--- src/rtl/pc_fetch_sequencer.sv ---
// pc_fetch_sequencer: PC register, fetch handshake, issue to decode.
// Branch redirect, halt and misaligned-target fault between instructions.
//
// Ports:
//   CLK, RST              clock; synchronous active-high reset
//   PCALU_IN / PCINC      PC out to the external +2 incrementer, result back
//   IMEM_ADDR/REQ/ACK/DATA instruction memory fetch handshake
//   IR / IR_VALID         instruction register presented to decode
//   DEC_READY             decode consumes IR
//   BR_TAKEN / BR_TARGET  redirect, sampled at the ISSUE handshake
//   HALT                  stop after the current instruction
//   PC / HALTED / FAULT   architectural PC, stopped flag, sticky fault
module pc_fetch_sequencer #(
    parameter logic [15:0] RESET_PC = 16'h0000
) (
    input  logic        CLK,
    input  logic        RST,
    output logic [15:0] PCALU_IN,
    input  logic [15:0] PCINC,
    output logic [15:0] IMEM_ADDR,
    output logic        IMEM_REQ,
    input  logic        IMEM_ACK,
    input  logic [15:0] IMEM_DATA,
    output logic [15:0] IR,
    output logic        IR_VALID,
    input  logic        DEC_READY,
    input  logic        BR_TAKEN,
    input  logic [15:0] BR_TARGET,
    input  logic        HALT,
    output logic [15:0] PC,
    output logic        HALTED,
    output logic        FAULT
);

    typedef enum logic [1:0] {
        BOOT,
        FETCH,
        ISSUE,
        STOP
    } state_t;

    state_t      state, state_n;
    logic [15:0] pc, pc_n;
    logic [15:0] ir, ir_n;
    logic        fault, fault_n;

    // Instructions are halfword aligned; bit 0 of the PC is never set.
    localparam logic [15:0] BOOT_PC = {RESET_PC[15:1], 1'b0};

    always_ff @(posedge CLK) begin
        if (RST) begin
            state <= BOOT;
            pc    <= BOOT_PC;
            ir    <= '0;
            fault <= 1'b0;
        end else begin
            state <= state_n;
            pc    <= pc_n;
            ir    <= ir_n;
            fault <= fault_n;
        end
    end

    always_comb begin
        state_n = state;
        pc_n    = pc;
        ir_n    = ir;
        fault_n = fault;
        unique case (state)
            BOOT: state_n = FETCH;
            FETCH: begin
                if (IMEM_ACK) begin
                    ir_n    = IMEM_DATA;
                    pc_n    = PCINC;
                    state_n = ISSUE;
                end
            end
            ISSUE: begin
                if (DEC_READY) begin
                    // PC already points past this instruction; a
                    // taken branch overrides it with the aligned target.
                    if (BR_TAKEN) begin
                        pc_n = {BR_TARGET[15:1], 1'b0};
                        if (BR_TARGET[0]) fault_n = 1'b1;
                    end
                    state_n = HALT ? STOP : FETCH;
                end
            end
            STOP: state_n = STOP;
            default: state_n = BOOT;
        endcase
    end

    assign PCALU_IN  = pc;
    assign IMEM_ADDR = pc;
    assign PC        = pc;
    assign IR        = ir;
    assign FAULT     = fault;
    assign IMEM_REQ  = (state == FETCH);
    assign IR_VALID  = (state == ISSUE);
    assign HALTED    = (state == STOP);

endmodule

--- config.mk ---
export PLATFORM = sky130hd
export DESIGN_NAME = pc_fetch_sequencer
export DESIGN_NICKNAME = d
export VERILOG_FILES = /design/src/rtl/pc_fetch_sequencer.sv
export SDC_FILE = /design/constraint.sdc
export NUM_CORES = 1
export LEC_CHECK = 0
export CAP_MARGIN = 20
export CORE_MARGIN = 10
export CORE_UTILIZATION = 38
export DETAILED_ROUTE_END_ITERATION = 8
export GPL_TIMING_DRIVEN = 0
export PLACE_DENSITY_LB_ADDON = 0.25
export SLEW_MARGIN = 10
export SYNTH_ARGS = -nofsm -noshare
export SYNTH_HDL_FRONTEND = slang
export SYNTH_SLANG_ARGS = --single-unit
--- constraint.sdc ---
create_clock -name CLK -period 2.4 [get_ports CLK]
set_input_delay 0.24 -clock CLK [delete_from_list [all_inputs] [get_ports CLK]]
set_output_delay 0.24 -clock CLK [all_outputs]
set_load 0.01 [all_outputs]
# Word-level counts from Yosys, hierarchy flattened
# Cells that the tools add are included.
[classes] n_mux=8 reduce_logical=6 eq_ne=6
[op_table] operator="16-bit 2-to-1 mux" count=3
[op_table] operator="16-bit one-hot mux with 2 select lines" count=1
[op_table] operator="2-bit one-hot mux with 4 select lines" count=1
[op_table] operator="4-bit AND reduction" count=2
[op_table] operator="2-bit 2-to-1 mux" count=3
[op_table] operator="2-bit by 1-bit != test with 1-bit output, second input constant" count=3
[op_table] operator="2-bit == test, second input constant" count=2
[op_table] operator="2-bit AND reduction" count=2
[op_table] operator="2-bit by 1-bit == test with 1-bit output, second input constant" count=1
[op_table] operator="2-bit zero test" count=1
[op_table] operator="2-bit nonzero test" count=1
[word_totals] out_inout_bits=68 ff_bits=35

# Longest topological paths before layout
[logic_depth] ltp_word=3 mapped_depth=5 mapped_depth_nobuf=3

# Worst setup path after synthesis
# Ideal clock, no wire load.
[synth_timing] path_type="flip-flop to flip-flop" start="reg state[0]" end="reg pc[3], in the netlist IMEM_ADDR[3]" path_buffers=2 synth_period_minus_slack_ns=1.264 arrival_ns=1.119 setup_time_ns=0.145 required_time_ns=2.255 setup_slack_ns=1.136 stages_incl_launch_ff=6 cell_sequence="dfxtp_1 > and4b_1 > buf_6 > buf_2 > nor3_1 > a211oi_2"
[synth_between] elab_chain_cells=3
[synth_rtl] element="start, declared" line="42" source="state_t state, state_n;"
[synth_rtl] element="start signal, assigned" line="57" source="state <= state_n;"
[synth_rtl] element="2-bit == test / 2-bit by 1-bit == test with 1-bit output (equally long branches)" line="69" source="unique case (state)"
[synth_rtl] element="2-bit by 1-bit != test with 1-bit output (no line) / 2-bit nonzero test (equally long branches)"
[synth_rtl] element="4-bit AND reduction (no line)"
[synth_rtl] element="end signal, assigned" line="58" source="pc <= pc_n;"
[synth_rtl] element="end, declared" line="43" source="logic [15:0] pc, pc_n;"
# Parallel ways exist; a longest one is shown, timed or not.
# A chain may end at the register's enable or synchronous reset.

# Worst setup path in the final report
[layout_timing] start="reg state[0]" end="out IR_VALID"
[layout_between] elab_chain_cells=1
[layout_rtl] element="2-bit == test" line="100" source="assign IR_VALID = (state == ISSUE);"
[layout_rtl] element="end, declared" line="25" source="output logic IR_VALID,"
# No other way between the ends.

==> results.json <==
{
  "outcome": "complete, no violations",
  "syn-cell-area_um2": 1740,
  "chipWidth_um": 87.6,
  "arrival_ps": 1770,
  "dp_cells": 364,
  "detail-route-antenna-nets": 0,
  "die_area_um2": 7680,
  "groute.usage.overall_pct": 14.9,
  "cpPeakStageDelay_ps": 500,
  "hold_viol_final": 0,
  "io_pins": 122,
  "antenna_cells": 0,
  "setup.worst_path.start_class": "flop",
  "tightestPinTransition_ps": 657,
  "via_count": 1720,
  "nets": 373,
  "final.hold.worst_slack_ps": 367,
  "final_tns_setup_ps": 0,
  "power.ir.vdd_worst_v": 0.000315,
  "synthesis.area_per_instance_um2": 9.05,
  "path_max_fanout": 10,
  "synth-seq-area-share_pct": 40.3,
  "post_detail_place_hpwl_um": 4780,
  "ys.flop_type": "dfxtp_1",
  "synth-seq-cells": 35,
  "gp_congestion": 0.704,
  "setup.worst_path.end_class": "primary output",
  "rsz_0062_raised_after_global_routing": "false",
  "crit_cells": 5,
  "r2r_cells": 5,
  "initial_core_util_pct": 39.6,
  "timing.critical_path.buf_inv": 4,
  "critPathRequiredTime_ps": 2160,
  "io_buffers": 120,
  "tritoncts.num_buffers": 5,
  "postRouteWirelength_um": 5830,
  "criticalPathCategory": "flop to primary output",
  "cts.clk_slew.worst_paths_ps": 70,
  "die_height_um": 87.6,
  "hold_buffers": 0,
  "synth-warning-count": 0,
  "slew_viol_final": 0,
  "postSynthNetCount": 246,
  "slew-limit-headroom_pct": 56.2,
  "yosys-top-cells-area": "dfxtp_1, buf_4, mux2i_1",
  "share_of_final_layout_standard_cells_stronger_than_drive_strength_1_pct": 19.1,
  "post_cts.repair.setup_buffers": 0,
  "synth_area_leader_cell": "dfxtp_1",
  "final_cells": 371,
  "place_ws_ps": 676,
  "synth_cell_type_count": 23,
  "worst_hold_path_type": "input pin to flop",
  "post_drt_via_cell_ratio": 4.64,
  "worst_slack_ps": 385,
  "worst_hold_path.num_cells": 2,
  "final-setup-viol-count": 0,
  "n_fill_cell": 384,
  "tritoncts": "done",
  "cts.sinks": 35,
  "drtIter0Drc": 53,
  "finalCriticalPeriod_ps": 2010,
  "timing.max_cap.violations": 0,
  "number_of_cells_upsized_or_downsized_after_cts": 0,
  "finalClockSkew_ps": 3.37,
  "grt_antenna_before_repair": 0,
  "globalRouteOverflowTotal": 0,
  "crit_path_frequent_cell": "buf_6",
  "cts-htree-levels": 2,
  "cts-root-buf": "clkbuf_8",
  "number_of_flops_mapped_to_enable_cells_by_yosys": 0,
  "drt_pass1_iterations": 4,
  "wire_length_of_the_first_global_routing_pass_um": 9050,
  "cellLeakagePower_nw": 1.29,
  "fmax_ghz": 0.496,
  "fp-row-count": 24,
  "grt_pass1_vias": 1737,
  "worst_path_dominant_cell_family": "buffers and inverters",
  "pwr_density_cell_nw_per_um2": 521,
  "layout-area-overhead-vs-synth_pct": 77.9,
  "crit_path_top_delay_cell": "clkdlybuf4s50_1",
  "postSynth.asyncResetShare_pct": 0,
  "clock_tree.buffer_depth": 2,
  "synthCells": 192,
  "layout_worst_path_cycle_share_pct": 83.9,
  "worst_skew_pair_later_pin_latency_ps": 280,
  "drc": 0,
  "drt-wirelength-per-cell_um": 15.7,
  "synthDominantCellAreaShare_pct": 40.3,
  "largest_net_degree_at_the_start_of_global_routing": 11,
  "ordered_cell_list_for_the_critical_path": "nand2b_1 > buf_6 > buf_6 > inv_1 > clkdlybuf4s50_1",
  "placeableCoreArea_um2": 4380
}
==> cell usage in the layout (no fill, tap or decap), drive strengths merged <==
| cell | instances |
|---|---|
| buf | 42 |
| nand2b | 2 |
| and3b | 1 |
| nor2b | 1 |
| nand2 | 32 |
| mux2i | 15 |
| and2 | 1 |
| and4b | 1 |
| dfxtp | 35 |
| clkdlybuf4s50 | 120 |
| inv | 2 |
| nor2 | 1 |
| nand3 | 1 |
| clkinv | 1 |
| a211oi | 16 |
| nand3b | 2 |
| a21oi | 19 |
| nor3 | 15 |
| clkbuf | 10 |
| o21ai | 2 |
==> state kept, by name, summed over array words and instances, names as in the netlist <==
| signal | count |
|---|---|
| FAULT | 1 |
| IR | 16 |
| IMEM_ADDR | 16 |
| state | 2 |
==> area by class of cell <==
type | count | area [µm²] | share of cell area [%]
Multi-Input combinational cell | 109 | 699 | 22.6
Buffer | 46 | 330 | 10.7
Sequential cell | 35 | 701 | 22.7
Clock buffer | 6 | 82.6 | 2.67
Inverter | 2 | 7.51 | 0.243
Clock inverter | 1 | 5.00 | 0.162
Tap cell | 52 | 65.1 | 2.10
Timing Repair Buffer | 120 | 1200 | 38.9
==> cell usage after synthesis (all sizes together) (2+ instances only) <==
cell    number
mux2i       15
o21ai        2
buf         42
dfxtp       35
nand3b       2
nand2b       2
clkbuf       4
nor3        15
a211oi      16
a21oi       19
nand2       32
inv          2
==> power breakdown <==
part / internal, mW / total [mW] / switching, mW
Clock: 0.225 / 0.427 / 0.202
Sequential: 0.621 / 0.657 / 0.0361
Combinational: 0.333 / 0.525 / 0.192
Total: 1.18 / 1.61 / 0.430
==> metal layers <==
metal	share of wire [%]	global-route usage, %	vias to the layer above
met5	0	0	-
met4	0.87	4.78	0
met3	9.9	6.87	4
met2	51	25.5	67
met1	39	15.9	774
li1	-	-	875
==> path summary, 6_finish.rpt <==
kind | slack [ps] | end | from
worst max register to register | 950 | IMEM_ADDR[4] | state[0]
worst min register to register | 450 | IR[4] | IR[4]
worst max-delay path | 390 | IR_VALID | state[0]
worst min-delay path | 370 | IMEM_ADDR[11] | RST
==> worst reg2reg max path, delay by kind of cell (launching register included) <==
family                 cells  cell delay (ps)
AOI/OAI and AO/OA          1              100
muxes                      1              290
DFF                        1              430
buffers and inverters      2              340
and+or+nand+nor            1              150
==> logic make-up after synthesis <==
| logic type | count (synthesis) | share of synthesized area, % |
|---|---|---|
| simple gates | 57 | 15.8 |
| mux | 15 | 8.64 |
| buf+inv | 48 | 19.4 |
| flops | 35 | 40.3 |
| compound gates | 37 | 15.8 |
==> metrics by stage <==
stage,power (mW),util (%),cell area [µm²]
floorplan,0.907,-,1740
global placement,1.19,68.5,3000
detailed placement,1.20,68.5,3000
CTS,1.63,70.5,3090
global route,1.70,70.5,3090
finish,1.61,70.5,3090
(Power assumes the default switching activity.)
